--- config.mk ---
export PLATFORM = sky130hd
export DESIGN_NAME = dec_stage_flat
export DESIGN_NICKNAME = d
export VERILOG_FILES = /design/src/rtl/dec_stage_if.sv /design/src/rtl/dec_stage.sv /design/src/flat_wrapper.sv
export SDC_FILE = /design/constraint.sdc
export NUM_CORES = 1
export LEC_CHECK = 0
export BUFFER_PORTS_ARGS = -buffer_cell sky130_fd_sc_hd__buf_4
export CAP_MARGIN = 20
export CORE_MARGIN = 2
export CORE_UTILIZATION = 40
export DETAILED_ROUTE_END_ITERATION = 12
export GPL_TIMING_DRIVEN = 1
export PLACE_DENSITY = 0.71
export SYNTH_ARGS = -nofsm -noshare
export SYNTH_HDL_FRONTEND = slang
export SYNTH_SLANG_ARGS = --single-unit
--- constraint.sdc ---
create_clock -name clk -period 9.25 [get_ports clk]
set_input_delay 0.4625 -clock clk [delete_from_list [all_inputs] [get_ports clk]]
set_output_delay 0.4625 -clock clk [all_outputs]
set_load 0.03 [all_outputs]
--- src/rtl/dec_stage_if.sv ---
// Fetch-to-execute bus of the decode stage: fetch handshake in, execute control bus out.
interface dec_stage_if #(
  parameter int PC_W   = 32,
  parameter int DATA_W = 32,
  parameter int CNT_W  = 16
);
  logic              in_valid;
  logic [31:0]       in_inst;
  logic [PC_W-1:0]   in_pc;
  logic              in_ready;
  logic              flush;
  logic              out_ready;
  logic              out_valid;
  logic              regdst, regwr, extop, alusrc, memwr, memtoreg, jump, branch;
  logic [2:0]        alusig;
  logic [4:0]        rs, rt, rd;
  logic [DATA_W-1:0] imm;
  logic [PC_W-1:0]   br_target, j_target, out_pc;
  logic              illegal;
  logic [CNT_W-1:0]  bubble_cnt;

  modport master (
    output in_valid, in_inst, in_pc, flush, out_ready,
    input  in_ready, out_valid, regdst, regwr, extop, alusrc, memwr, memtoreg,
           jump, branch, alusig, rs, rt, rd, imm, br_target, j_target, out_pc,
           illegal, bubble_cnt
  );

  modport slave (
    input  in_valid, in_inst, in_pc, flush, out_ready,
    output in_ready, out_valid, regdst, regwr, extop, alusrc, memwr, memtoreg,
           jump, branch, alusig, rs, rt, rd, imm, br_target, j_target, out_pc,
           illegal, bubble_cnt
  );
endinterface

--- src/rtl/dec_stage.sv ---
// MIPS decode stage: decodes one instruction per transfer into a valid/ready output
// register, with a one-bubble load-use interlock, flush and a saturating bubble counter.
module dec_stage #(
  parameter int PC_W      = 32,
  parameter int DATA_W    = 32,
  parameter int CNT_W     = 16,
  parameter bit HAZARD_EN = 1'b1
) (
  input logic      clk,
  input logic      rst,
  dec_stage_if.slave bus
);
  localparam logic [5:0] OP_R    = 6'b000000;
  localparam logic [5:0] OP_ADDI = 6'b001000;
  localparam logic [5:0] OP_ANDI = 6'b001100;
  localparam logic [5:0] OP_ORI  = 6'b001101;
  localparam logic [5:0] OP_SLTI = 6'b001010;
  localparam logic [5:0] OP_LW   = 6'b100011;
  localparam logic [5:0] OP_SW   = 6'b101011;
  localparam logic [5:0] OP_BEQ  = 6'b000100;
  localparam logic [5:0] OP_J    = 6'b000010;

  logic [5:0] opcode, funct;
  logic [4:0] in_rs, in_rt, in_rd;
  assign opcode = bus.in_inst[31:26];
  assign funct  = bus.in_inst[5:0];
  assign in_rs  = bus.in_inst[25:21];
  assign in_rt  = bus.in_inst[20:16];
  assign in_rd  = bus.in_inst[15:11];

  logic       regdst_d, regwr_d, extop_d, alusrc_d, memwr_d, memtoreg_d, jump_d, branch_d;
  logic [2:0] alusig_d;
  logic       illegal_d;

  always_comb begin
    regdst_d   = 1'b0;
    regwr_d    = 1'b0;
    extop_d    = 1'b0;
    alusrc_d   = 1'b0;
    memwr_d    = 1'b0;
    memtoreg_d = 1'b0;
    jump_d     = 1'b0;
    branch_d   = 1'b0;
    alusig_d   = 3'd0;
    illegal_d  = 1'b0;
    case (opcode)
      OP_R: begin
        regdst_d = 1'b1;
        regwr_d  = 1'b1;
        case (funct)
          6'b100000: alusig_d = 3'd0;
          6'b100010: alusig_d = 3'd1;
          6'b100100: alusig_d = 3'd2;
          6'b100101: alusig_d = 3'd3;
          6'b101010: alusig_d = 3'd6;
          default: begin
            regdst_d  = 1'b0;
            regwr_d   = 1'b0;
            illegal_d = 1'b1;
          end
        endcase
      end
      OP_ADDI: begin regwr_d = 1'b1; extop_d = 1'b1; alusrc_d = 1'b1; alusig_d = 3'd0; end
      OP_ANDI: begin regwr_d = 1'b1; alusrc_d = 1'b1; alusig_d = 3'd2; end
      OP_ORI:  begin regwr_d = 1'b1; alusrc_d = 1'b1; alusig_d = 3'd3; end
      OP_SLTI: begin regwr_d = 1'b1; extop_d = 1'b1; alusrc_d = 1'b1; alusig_d = 3'd6; end
      OP_LW: begin
        regwr_d = 1'b1; extop_d = 1'b1; alusrc_d = 1'b1; memtoreg_d = 1'b1; alusig_d = 3'd0;
      end
      OP_SW:   begin memwr_d = 1'b1; extop_d = 1'b1; alusrc_d = 1'b1; alusig_d = 3'd0; end
      OP_BEQ:  begin branch_d = 1'b1; extop_d = 1'b1; alusig_d = 3'd1; end
      OP_J:    jump_d = 1'b1;
      default: illegal_d = 1'b1;
    endcase
  end

  logic [PC_W-1:0]   pc4, br_target_d, j_target_d;
  logic [DATA_W-1:0] imm_d;
  assign pc4         = bus.in_pc + PC_W'(4);
  assign br_target_d = pc4 + (PC_W'($signed(bus.in_inst[15:0])) << 2);
  assign imm_d       = extop_d ? DATA_W'($signed(bus.in_inst[15:0]))
                               : DATA_W'(bus.in_inst[15:0]);

  // With a 28-bit PC the jump target has no region bits above the 26-bit index.
  generate
    if (PC_W > 28) begin : g_jregion
      assign j_target_d = {pc4[PC_W-1:28], bus.in_inst[25:0], 2'b00};
    end else begin : g_jflat
      assign j_target_d = {bus.in_inst[25:0], 2'b00};
    end
  endgenerate

  logic              out_valid_q;
  logic              regdst_q, regwr_q, extop_q, alusrc_q, memwr_q, memtoreg_q, jump_q, branch_q;
  logic [2:0]        alusig_q;
  logic              illegal_q;
  logic [4:0]        rs_q, rt_q, rd_q;
  logic [DATA_W-1:0] imm_q;
  logic [PC_W-1:0]   br_target_q, j_target_q, out_pc_q;
  logic [CNT_W-1:0]  bubble_cnt_q;

  // Only a held lw (the sole memtoreg producer) can cause a load-use stall.
  logic uses_rs, uses_rt, hazard, in_ready, take;
  assign uses_rs  = (opcode != OP_J);
  assign uses_rt  = (opcode == OP_R) || (opcode == OP_SW) || (opcode == OP_BEQ);
  assign hazard   = HAZARD_EN && bus.in_valid && out_valid_q && memtoreg_q && (rt_q != 5'd0)
                    && ((uses_rs && (rt_q == in_rs)) || (uses_rt && (rt_q == in_rt)));
  assign in_ready = bus.flush || ((!out_valid_q || bus.out_ready) && !hazard);
  assign take     = bus.in_valid && in_ready && !bus.flush;

  always_ff @(posedge clk) begin
    if (rst) begin
      out_valid_q  <= 1'b0;
      regdst_q     <= 1'b0;
      regwr_q      <= 1'b0;
      extop_q      <= 1'b0;
      alusrc_q     <= 1'b0;
      memwr_q      <= 1'b0;
      memtoreg_q   <= 1'b0;
      jump_q       <= 1'b0;
      branch_q     <= 1'b0;
      alusig_q     <= 3'd0;
      illegal_q    <= 1'b0;
      rs_q         <= 5'd0;
      rt_q         <= 5'd0;
      rd_q         <= 5'd0;
      imm_q        <= '0;
      br_target_q  <= '0;
      j_target_q   <= '0;
      out_pc_q     <= '0;
      bubble_cnt_q <= '0;
    end else if (bus.flush) begin
      out_valid_q <= 1'b0;
    end else if (take) begin
      out_valid_q <= 1'b1;
      regdst_q    <= regdst_d;
      regwr_q     <= regwr_d;
      extop_q     <= extop_d;
      alusrc_q    <= alusrc_d;
      memwr_q     <= memwr_d;
      memtoreg_q  <= memtoreg_d;
      jump_q      <= jump_d;
      branch_q    <= branch_d;
      alusig_q    <= alusig_d;
      illegal_q   <= illegal_d;
      rs_q        <= in_rs;
      rt_q        <= in_rt;
      rd_q        <= in_rd;
      imm_q       <= imm_d;
      br_target_q <= br_target_d;
      j_target_q  <= j_target_d;
      out_pc_q    <= bus.in_pc;
    end else if (hazard && bus.out_ready) begin
      out_valid_q <= 1'b0;
      if (bubble_cnt_q != '1) bubble_cnt_q <= bubble_cnt_q + CNT_W'(1);
    end else if (bus.out_ready) begin
      out_valid_q <= 1'b0;
    end
  end

  assign bus.in_ready   = in_ready;
  assign bus.out_valid  = out_valid_q;
  assign bus.regdst     = regdst_q;
  assign bus.regwr      = regwr_q;
  assign bus.extop      = extop_q;
  assign bus.alusrc     = alusrc_q;
  assign bus.memwr      = memwr_q;
  assign bus.memtoreg   = memtoreg_q;
  assign bus.jump       = jump_q;
  assign bus.branch     = branch_q;
  assign bus.alusig     = alusig_q;
  assign bus.illegal    = illegal_q;
  assign bus.rs         = rs_q;
  assign bus.rt         = rt_q;
  assign bus.rd         = rd_q;
  assign bus.imm        = imm_q;
  assign bus.br_target  = br_target_q;
  assign bus.j_target   = j_target_q;
  assign bus.out_pc     = out_pc_q;
  assign bus.bubble_cnt = bubble_cnt_q;
endmodule

--- src/flat_wrapper.sv ---
// flat-port wrapper written by rule: the top's interface ports become plain ports
module dec_stage_flat 
#(
  parameter int PC_W      = 32,
  parameter int DATA_W    = 32,
  parameter int CNT_W     = 16,
  parameter bit HAZARD_EN = 1'b1
)
  (clk, rst, bus_in_valid, bus_in_inst, bus_in_pc, bus_flush, bus_out_ready, bus_in_ready, bus_out_valid, bus_regdst, bus_regwr, bus_extop, bus_alusrc, bus_memwr, bus_memtoreg, bus_jump, bus_branch, bus_alusig, bus_rs, bus_rt, bus_rd, bus_imm, bus_br_target, bus_j_target, bus_out_pc, bus_illegal, bus_bubble_cnt);
  dec_stage_if #(.PC_W(PC_W), .DATA_W(DATA_W), .CNT_W(CNT_W)) bus_i ();
  input logic clk;
  input logic rst;
  input wire logic [$bits(bus_i.in_valid)-1:0] bus_in_valid;
  input wire logic [$bits(bus_i.in_inst)-1:0] bus_in_inst;
  input wire logic [$bits(bus_i.in_pc)-1:0] bus_in_pc;
  input wire logic [$bits(bus_i.flush)-1:0] bus_flush;
  input wire logic [$bits(bus_i.out_ready)-1:0] bus_out_ready;
  output wire logic [$bits(bus_i.in_ready)-1:0] bus_in_ready;
  output wire logic [$bits(bus_i.out_valid)-1:0] bus_out_valid;
  output wire logic [$bits(bus_i.regdst)-1:0] bus_regdst;
  output wire logic [$bits(bus_i.regwr)-1:0] bus_regwr;
  output wire logic [$bits(bus_i.extop)-1:0] bus_extop;
  output wire logic [$bits(bus_i.alusrc)-1:0] bus_alusrc;
  output wire logic [$bits(bus_i.memwr)-1:0] bus_memwr;
  output wire logic [$bits(bus_i.memtoreg)-1:0] bus_memtoreg;
  output wire logic [$bits(bus_i.jump)-1:0] bus_jump;
  output wire logic [$bits(bus_i.branch)-1:0] bus_branch;
  output wire logic [$bits(bus_i.alusig)-1:0] bus_alusig;
  output wire logic [$bits(bus_i.rs)-1:0] bus_rs;
  output wire logic [$bits(bus_i.rt)-1:0] bus_rt;
  output wire logic [$bits(bus_i.rd)-1:0] bus_rd;
  output wire logic [$bits(bus_i.imm)-1:0] bus_imm;
  output wire logic [$bits(bus_i.br_target)-1:0] bus_br_target;
  output wire logic [$bits(bus_i.j_target)-1:0] bus_j_target;
  output wire logic [$bits(bus_i.out_pc)-1:0] bus_out_pc;
  output wire logic [$bits(bus_i.illegal)-1:0] bus_illegal;
  output wire logic [$bits(bus_i.bubble_cnt)-1:0] bus_bubble_cnt;
  assign bus_i.in_valid = bus_in_valid;
  assign bus_i.in_inst = bus_in_inst;
  assign bus_i.in_pc = bus_in_pc;
  assign bus_i.flush = bus_flush;
  assign bus_i.out_ready = bus_out_ready;
  assign bus_in_ready = bus_i.in_ready;
  assign bus_out_valid = bus_i.out_valid;
  assign bus_regdst = bus_i.regdst;
  assign bus_regwr = bus_i.regwr;
  assign bus_extop = bus_i.extop;
  assign bus_alusrc = bus_i.alusrc;
  assign bus_memwr = bus_i.memwr;
  assign bus_memtoreg = bus_i.memtoreg;
  assign bus_jump = bus_i.jump;
  assign bus_branch = bus_i.branch;
  assign bus_alusig = bus_i.alusig;
  assign bus_rs = bus_i.rs;
  assign bus_rt = bus_i.rt;
  assign bus_rd = bus_i.rd;
  assign bus_imm = bus_i.imm;
  assign bus_br_target = bus_i.br_target;
  assign bus_j_target = bus_i.j_target;
  assign bus_out_pc = bus_i.out_pc;
  assign bus_illegal = bus_i.illegal;
  assign bus_bubble_cnt = bus_i.bubble_cnt;
  dec_stage #(.PC_W(PC_W), .DATA_W(DATA_W), .CNT_W(CNT_W), .HAZARD_EN(HAZARD_EN)) u_core (.clk(clk), .rst(rst), .bus(bus_i));
endmodule
==> impl_metrics.py <==
metrics = {
    "outcome": {
        "outcome": "finished, final reports clean",
    },
    "logic_synthesis": {
        "ys_types": 59,
        "ys_ff_latch": 122,
        "ys_top_cells_by_area": "dfxtp_1 (34%), nand2_1 (10%), a21oi_1 (9.0%), xnor2_1 (6.0%), buf_4 (5.9%)",
        "synth_area_per_cell_um2": 7.74,
        "ys_warn_count": 0,
        "synth_flop_cell": "dfxtp_1",
        "ys_seq_area_share_pct": 33.7,
        "netlist_area_um2": 7260,
        "ys_async_sr_fraction_pct": 0,
        "yosys.area.top_type": "dfxtp_1",
        "synth_edf_count": 0,
        "synth_cells": 938,
        "yosys.area.top_type_share_pct": 33.7,
    },
    "detailed_routing": {
        "drc": 0,
        "wirelength_um": 20800,
        "first_iter_violations": 378,
        "wl_per_cell_um": 15.4,
        "ant_nets": 0,
        "via_per_inst": 5.16,
        "via_count": 6966,
        "drtPass1Iterations": 5,
    },
    "timing": {
        "period_share_pct": 40.9,
        "slew_headroom_pct": 34.1,
        "fin_crit_ns": 3.78,
        "tightest_slew_ns": 0.989,
        "tns_ns": 0,
        "finalSetupViolCount": 0,
        "grt_setup_unrepaired": "no",
        "hold_violations": 0,
        "fmax_mhz": 264,
        "finalMaxSlewViolations": 0,
        "clock_skew_ns": 0.0106,
    },
    "cts": {
        "post-cts-setup-buffers": 0,
        "htree_levels": 4,
        "clock_latency_ns": 0.43,
        "clkSlewWorstSetupHoldPaths_ns": 0.06,
        "root_buffer": "clkbuf_16",
        "cts_resized": 0,
        "ctsHoldBuffers": 0,
        "cts_tree": "yes",
        "cts_buffers": 17,
        "clockBufferDepth": 2,
        "cts_num_sinks": 122,
    },
    "place": {
        "post_dp_cell_area_um2": 8740,
        "place_congestion": 0.915,
        "dpl.cell_count": 1317,
        "hpwlAfterDp_um": 15300,
        "port_buffers": 239,
    },
    "floorplanning": {
        "die_x_um": 139,
        "row_count": 49,
        "dieHeight_um": 139,
        "ios": 242,
        "core_area_um2": 17900,
        "start_util_pct": 40.5,
        "dieArea_um2": 19200,
    },
    "pwr": {
        "irDropWorstVdd_uv": 164,
        "comb_power_share_pct": 21.9,
        "power_switching_mw": 0.494,
        "swShare_pct": 31.0,
        "p_int_mw": 1.10,
        "p_leak_nw": 4.00,
        "p_seq_share_pct": 35.6,
        "p_total_mw": 1.59,
        "clkPwrFrac_pct": 42.4,
        "p_per_area_nw_per_um2": 170,
    },
    "layout": {
        "area_delta_synth_final_pct": 28.7,
        "finalNonFillerCells": 1349,
        "stdcell_area_um2": 9340,
        "antenna-diode-count": 0,
        "drive_gt1_share_pct": 25.8,
        "fill_cells": 1774,
        "final_common_cell": "buf_4",
        "nets": 1210,
        "mostFrequentLayoutCells": "buf_4 (242), nand2_1 (194), a21oi_1 (130), dfxtp_1 (122), nor2_1 (58)",
    },
    "grt": {
        "antenna_found_initial": 0,
        "grt_pass1_vias": 6680,
        "grt_max_degree": 91,
        "grt.total_usage_pct": 21.6,
        "grt_first_pass_wirelength_um": 33800,
        "overflow": 0,
    },
    "worst_setup_path": {
        "crit_type": "in -> reg",
        "worstPathMaxFanout": 6,
        "end_kind": "register",
        "crit_path_start_kind": "primary input",
        "critPathRequiredTime_ns": 9.62,
        "rr_worst_depth": 7,
        "worstPathArrival_ns": 4.15,
    },
    "job": {
        "drv_cap": 0,
    },
    "worst_hold_path": {
        "holdPathStages": 3,
        "hold_class": "in -> reg",
    },
}
[synthesized netlist by cell type, types with 7 or more instances]
cell	number
dfxtp_1	122
buf_4	57
nor2_1	58
nor3_1	19
ha_1	33
nand3b_1	7
nand3_1	32
and3_1	13
nand2_1	194
inv_1	15
nand4_1	9
buf_2	10
a211oi_1	11
nor2b_1	7
xor2_1	23
o21ai_0	28
buf_6	8
a21oi_1	130
clkbuf_1	17
xnor2_1	50
a21o_1	12
[sequential cells by signal (all words and copies together) (netlist names), 3 cells and up]
register               count
u_core.bus.rs              4
u_core.bus.out_pc         30
u_core.bus.bubble_cnt     16
u_core.bus.rt              4
u_core.bus.alusig          3
u_core.bus.j_target        6
u_core.bus.imm            17
u_core.bus.br_target      32
[worst paths after layout]
check / endpoint / slack (ns) / from
worst max-delay path: u_core.bus.br_target[31] / 5.47 / bus_in_pc[5]
worst min-delay path: u_core.bus.rt[3] / 0.29 / bus_in_inst[19]
worst max register to register: u_core.bus.br_target[21] / 6.06 / u_core.bus.rt[1]
worst min register to register: u_core.bus.br_target[5] / 0.45 / u_core.bus.br_target[5]
[power groups by stage]
stage | sequential, mW | combinational, mW | clock, mW
global route | 0.570 | 0.379 | 0.710
CTS | 0.567 | 0.348 | 0.686
finish | 0.567 | 0.349 | 0.675
detailed placement | 0.578 | 0.346 | 0
floorplan | 0.625 | 0.187 | 0
global placement | 0.577 | 0.345 | 0
[worst max-delay path: stages]
cell,delay (ns)
buf_4,0.11
and4_1,0.24
and2_1,0.21
nand3_1,0.17
nor2_1,0.33
nand3_1,0.14
xnor2_1,0.22
ha_1,0.30
a21oi_1,0.40
nand4_1,0.16
a41o_1,0.27
a31oi_1,0.36
o21ai_0,0.18
or4_1,0.48
nand3_1,0.09
[cells by family after synthesis]
kind of cell | after synthesis | synth area share (%)
and+or+nand+nor | 386 | 24.9
AOI/OAI and AO/OA | 212 | 16.8
DFF | 122 | 33.7
buffers and inverters | 108 | 9.55
xor gates and xnor gates | 73 | 8.81
adders and majority gates | 34 | 5.97
muxes | 2 | 0.276
other | 1 | 0.0517
[per-layer routing]
metal / share of wire (%) / up-vias / track usage (%)
met5: 0 / - / 0
met4: 2.2 / 0 / 7.92
met3: 5.9 / 32 / 5.73
met2: 48 / 188 / 36.0
met1: 44 / 3231 / 27.0
li1: - / 3515 / -
[layout make-up]
class,count,area (um^2),share of cell area [%]
well taps,229,287,3.07
flip-flops and latches,122,2440,26.2
multi-input cells,709,4140,44.3
clock buffers,19,453,4.85
repair buffers,242,1820,19.5
clock inverters,13,144,1.54
inverters,15,56.3,0.603
[metrics by stage]
step,hold WS [ns],setup WS [ns],utilization [%]
2_1_floorplan,0.576,5.81,-
3_3_place_gp,0.440,5.20,48.8
3_5_place_dp,0.447,5.14,48.8
4_1_cts,0.279,5.56,52.1
5_1_grt,0.295,5.22,52.1
6_report,0.294,5.47,52.1
Power figures use the tool's default switching activity.
